**config.mk**
```make
export PLATFORM = sky130hd
export DESIGN_NAME = spi_master_dac
export DESIGN_NICKNAME = d
export VERILOG_FILES = /design/src/rtl/spi_master_dac.sv
export SDC_FILE = /design/constraint.sdc
export NUM_CORES = 1
export LEC_CHECK = 0
export CAP_MARGIN = 20
export CORE_MARGIN = 2
export CORE_UTILIZATION = 57
export CTS_CLUSTER_DIAMETER = 100
export DETAILED_ROUTE_END_ITERATION = 7
export PLACE_DENSITY_LB_ADDON = 0.08
export SLEW_MARGIN = 20
export SYNTH_ARGS = -nofsm -noshare
export SYNTH_HDL_FRONTEND = slang
export SYNTH_SLANG_ARGS = --single-unit
```
**constraint.sdc**
```tcl
create_clock -name clk -period 2.8 [get_ports clk]
set_input_delay 0.84 -clock clk [delete_from_list [all_inputs] [get_ports clk]]
set_output_delay 0.84 -clock clk [all_outputs]
set_load 0.005 [all_outputs]
```
**src/rtl/spi_master_dac.sv**
```systemverilog
// ---------------------------------------------------------------------------
// spi_master_dac
//   Write-only SPI master (mode 0, MSB first, active-low chip select) for a
//   serial DAC. After each frame, ldac is pulsed low to move the shifted word
//   to the DAC output. All outputs come straight from flip-flops.
//
// Ports
//   clk    in   system clock, rising edge
//   reset  in   synchronous active-high reset, aborts any frame in flight
//   start  in   one-cycle transfer request, only honoured while idle
//   d_in   in   D_WIDTH-bit word, captured on the accepted start cycle
//   mosi   out  serial data, changes only on sclk falling edges
//   sclk   out  serial clock, idle low, half period CLK_DIV clk cycles
//   cs     out  chip select, active low
//   busy   out  high from acceptance until the ldac pulse ends
//   ldac   out  load-DAC strobe, active low, LDAC_CYCLES wide
// ---------------------------------------------------------------------------
module spi_master_dac #(
   parameter int D_WIDTH     = 16,
   parameter int CLK_DIV     = 2,
   parameter int LDAC_CYCLES = 2
) (
   input  logic               clk,
   input  logic               reset,
   input  logic               start,
   input  logic [D_WIDTH-1:0] d_in,
   output logic               mosi,
   output logic               sclk,
   output logic               cs,
   output logic               busy,
   output logic               ldac
);

   // One counter serves the sclk half periods, the hold phase and the ldac
   // pulse, so it is sized for the longer of the two timings.
   localparam int CNT_MAX = (CLK_DIV > LDAC_CYCLES) ? CLK_DIV : LDAC_CYCLES;
   localparam int CNT_W   = $clog2(CNT_MAX + 1);
   localparam int BIT_W   = $clog2(D_WIDTH + 1);

   typedef enum logic [1:0] {IDLE, SHIFT, HOLD, LOAD} state_t;

   state_t             state, state_nxt;
   logic [CNT_W-1:0]   cnt, cnt_nxt;
   logic [BIT_W-1:0]   bit_cnt, bit_cnt_nxt;
   logic [D_WIDTH-1:0] shreg, shreg_nxt;
   logic               mosi_nxt, sclk_nxt, cs_nxt, busy_nxt, ldac_nxt;

   logic phase_done;
   logic load_done;
   logic last_bit;

   assign phase_done = (cnt == CNT_W'(CLK_DIV - 1));
   assign load_done  = (cnt == CNT_W'(LDAC_CYCLES - 1));
   assign last_bit   = (bit_cnt == BIT_W'(D_WIDTH - 1));

   // State and output registers.
   // NOTE: sequential state uses non-blocking assignments so every register
   // samples the pre-edge values regardless of statement order.
   always_ff @(posedge clk) begin
      if (reset) begin
         state   <= IDLE;
         cnt     <= '0;
         bit_cnt <= '0;
         shreg   <= '0;
         mosi    <= 1'b0;
         sclk    <= 1'b0;
         cs      <= 1'b1;
         busy    <= 1'b0;
         ldac    <= 1'b1;
      end else begin
         state   <= state_nxt;
         cnt     <= cnt_nxt;
         bit_cnt <= bit_cnt_nxt;
         shreg   <= shreg_nxt;
         mosi    <= mosi_nxt;
         sclk    <= sclk_nxt;
         cs      <= cs_nxt;
         busy    <= busy_nxt;
         ldac    <= ldac_nxt;
      end
   end

   // Next-state logic. The SHIFT exit happens on the falling sclk edge that
   // closes the last bit.
   always_comb begin
      // NOTE: a default assignment up front keeps every path driven, so no
      // latch is inferred.
      state_nxt = state;
      case (state)
         IDLE:    if (start) state_nxt = SHIFT;
         SHIFT:   if (phase_done && sclk && last_bit) state_nxt = HOLD;
         HOLD:    if (phase_done) state_nxt = LOAD;
         LOAD:    if (load_done) state_nxt = IDLE;
         default: state_nxt = IDLE;
      endcase
   end

   // Next values for the registered outputs and datapath.
   always_comb begin
      cnt_nxt     = cnt;
      bit_cnt_nxt = bit_cnt;
      shreg_nxt   = shreg;
      mosi_nxt    = mosi;
      sclk_nxt    = sclk;
      cs_nxt      = cs;
      busy_nxt    = busy;
      ldac_nxt    = ldac;
      case (state)
         IDLE: begin
            cnt_nxt     = '0;
            bit_cnt_nxt = '0;
            mosi_nxt    = 1'b0;
            sclk_nxt    = 1'b0;
            cs_nxt      = 1'b1;
            busy_nxt    = 1'b0;
            ldac_nxt    = 1'b1;
            if (start) begin
               // The MSB goes straight to mosi; the register keeps the
               // remaining bits left-aligned so its top bit is always next.
               shreg_nxt = d_in << 1;
               mosi_nxt  = d_in[D_WIDTH-1];
               cs_nxt    = 1'b0;
               busy_nxt  = 1'b1;
            end
         end
         SHIFT: begin
            if (phase_done) begin
               cnt_nxt  = '0;
               sclk_nxt = ~sclk;
               if (sclk) begin
                  // Falling edge: present the next bit. After the last bit the
                  // register has been emptied, so mosi returns to 0.
                  mosi_nxt    = shreg[D_WIDTH-1];
                  shreg_nxt   = shreg << 1;
                  bit_cnt_nxt = bit_cnt + BIT_W'(1);
               end
            end else begin
               cnt_nxt = cnt + CNT_W'(1);
            end
         end
         HOLD: begin
            if (phase_done) begin
               cnt_nxt  = '0;
               cs_nxt   = 1'b1;
               ldac_nxt = 1'b0;
            end else begin
               cnt_nxt = cnt + CNT_W'(1);
            end
         end
         LOAD: begin
            if (load_done) begin
               cnt_nxt  = '0;
               ldac_nxt = 1'b1;
               busy_nxt = 1'b0;
               mosi_nxt = 1'b0;
            end else begin
               cnt_nxt = cnt + CNT_W'(1);
            end
         end
         default: ;
      endcase
   end

endmodule

```
==> metrics.cfg <==
[logic_synthesis]
synth_top_area_share_pct = 34.58
synthSimpleGateAreaFrac_pct = 17.81
syn_nets = 205
synthTopCellsByArea = dfxtp_1 (35%), mux2_2 (10%), a211oi_2 (7.5%)
synth_adder_area_share_pct = 5.961
synth-seq-cells = 29
synth.distinct_cells = 37
synth_edf_count = 0
netlist_top_cells_count = dfxtp_1 (29), inv_1 (21), nor4_1 (16)
async_flop_share_pct = 0
ys_dominant_reg_cell = dfxtp_1
synth_top_area_cell = dfxtp_1
syn_area_per_cell_um2 = 9.433
synth_compound_area_share_pct = 18.63
muxShareOfSynthArea_pct = 12.44
seq_area_frac_synth_pct = 34.58
synthCells = 178
syn_area_um2 = 1679
yosys.area_share.xor_xnor_pct = 0
synth_top_family_by_area = compound AO/OA/AOI/OAI gates
yosysWarnings = 0
synth_most_common_cell = dfxtp_1

[min_path]
hold-path-endpoint = cnt[0]
worstHoldStart = cnt[0]
worstHoldPathType = flip-flop to flip-flop
hold_depth = 1

[cts]
clockRootBuffer = clkbuf_4
cts.clk_slew.worst_paths_ps = 90
cts_tree = built
cts.path.max_buffers = 2
cts_setup_buffers = 0
clk_latency_ps = 340
cts_resized = 0
cts_made_buffers = 5
clock-sinks = 29
cts.htree.levels = 2
hold_buffers = 0

[sta]
max_slew_margin_pct = 48.30
post-route-period-util_pct = 83.35
fmax_mhz = 428.5
final.setup_skew_ps = 6.410
setup_violations = 0
slew_viol_final = 0
hold_viol_final = 0
min_period_ps = 2334
tightest_slew_ps = 770.9
setup-tns-final_ps = 0
rsz0062_at_grt = false

[die]
die-area_um2 = 3396
die_h_um = 58.28
fp.coreArea_um2 = 2781
die_w_um = 58.28
start_util_pct = 60.37
ios = 24
rows = 19

[worst_setup_path]
r2r_start = cnt[1]
cp_data_arrival_time_ps = 2530
slowest_delay_ps = 670
cp_top_family = compound AO/OA/AOI/OAI gates
worstPathRequired_ps = 3000
critPathMaxFanout = 17
path_buf_inv = 1
cp.depth = 5
crit_type = flip-flop to flip-flop
ff2ff_path_depth = 5
crit_path_top_delay_cell = a21boi_2
ff2ff_setup_slack_ps = 470
r2r-end = shreg[2]
crit_chain = inv_1 > ha_1 > a21boi_2 > or3_1 > a211oi_1
end_kind = flip-flop
worstSetupStartpointType = flip-flop

[power_and_ir_drop]
pwr-share-comb_pct = 50.7
seq_power_share_pct = 35.1
vdd_drop_max_v = 0.0007454
p_switching_uw = 751.1
swShare_pct = 40.33
total_power_uw = 1863
leakagePower_uw = 0.0007146
p_int_uw = 1111
clkPwrFrac_pct = 14.2
power_density_nw_per_um2 = 966.7

[global_routing]
antenna_found_initial = 0
first_global_vias = 1304
overflow = 0
grt_pass1_wl_um = 5789
track_usage_pct = 22.72
grt_max_degree = 28

[routing]
ant_nets = 0
drc = 0
wire_per_inst_um = 14.94
wirelength_um = 3391
num_vias = 1362
firstDrtPassIters = 4
viasPerCell = 6.000
initialDrtViolationCount = 67

[placement]
port_buffers = 23
gp_congestion = 0.7505
dp_hpwl_um = 2220
placed_cell_area_um2 = 1872

[cells_and_area]
nets = 223
area_delta_synth_final_pct = 14.75
drive_gt1_share_pct = 20.41
antennaDiodeCount = 0
fin_area_um2 = 1927

[flow_run]
drv_cap = 0

[outcome]
status = finished, final reports clean

[cell type report]
| class | count | area [µm²] |
|---|---|---|
| well taps | 31 | 38.79 |
| multi-input cells | 113 | 920.9 |
| inverters | 21 | 78.83 |
| repair buffers | 26 | 252.7 |
| fillers | 219 | 854.6 |
| flip-flops and latches | 29 | 580.6 |
| clock buffers | 7 | 55.05 |
[layer usage]
layer	part of all wire (%)	vias to the layer above	track usage (%)
li1	-	681	-
met3	6.3	5	7.366
met2	46	44	35.79
met5	0	-	0
met4	1.7	0	10.30
met1	46	632	28.17
[power groups by stage]
stage / logic [µW] / clock network (µW) / registers [µW]
final: 945 / 264 / 653
after global routing: 1050 / 285 / 672
after CTS: 945 / 273 / 650
after detailed placement: 935 / 0 / 658
after global placement: 901 / 0 / 649
after floorplan: 831 / 0 / 635
[cells by family (layout without fill, tap and decap cells)]
kind of cell | after synthesis | in the layout
AND/OR/NAND/NOR | 49 | 49
AO/OA/AOI/OAI | 37 | 37
buffers and inverters | 36 | 54
flip-flops | 29 | 29
multiplexers | 19 | 19
adder cells (fa/ha/maj) | 8 | 8
[per-stage QoR]
stage                     hold WS [ps]  util (%)  worst slack [ps]  cells
final                            445.3     69.28             466.2    227
after global routing             470.9     69.28             280.2    227
after CTS                        448.6     69.28             483.8    227
after detailed placement         435.6     67.30             140.5    220
after global placement           414.0     67.30             219.2    220
after floorplan                  402.0         -             910.0    178
[placed cells by master, fill, tap and decap left out, types with 2 or more instances in the layout]
| master | count |
|---|---|
| nand4b_1 | 2 |
| clkbuf_4 | 5 |
| o21ai_0 | 4 |
| ha_1 | 8 |
| a211oi_1 | 5 |
| mux2_2 | 15 |
| nor2_1 | 2 |
| buf_4 | 3 |
| nor2b_1 | 2 |
| a211oi_2 | 10 |
| a21oi_1 | 8 |
| clkdlybuf4s50_1 | 23 |
| dfxtp_1 | 29 |
| nand3_1 | 7 |
| or2_2 | 2 |
| inv_1 | 21 |
| nand3b_1 | 4 |
| nor4_1 | 16 |
| mux2i_1 | 4 |
| nand2_1 | 7 |
| o31ai_1 | 2 |
| a21boi_0 | 2 |
[worst max path at each step]
stage                     startpoint  slack [ps]        end
after floorplan             state[1]         910  shreg[10]
after global placement         start         220   shreg[3]
after CTS                     cnt[1]         480  shreg[11]
after global routing          cnt[1]         280   shreg[2]
final                         cnt[1]         470   shreg[2]
after detailed placement       start         140   shreg[2]
[state kept, by name, indices dropped and copies added, names as in the netlist]
name and flops:
sclk 1, busy 1, bit_cnt 5, shreg 15, state 2, cnt 2
mosi 1, cs 1, ldac 1
Power figures use the tool's default switching activity.
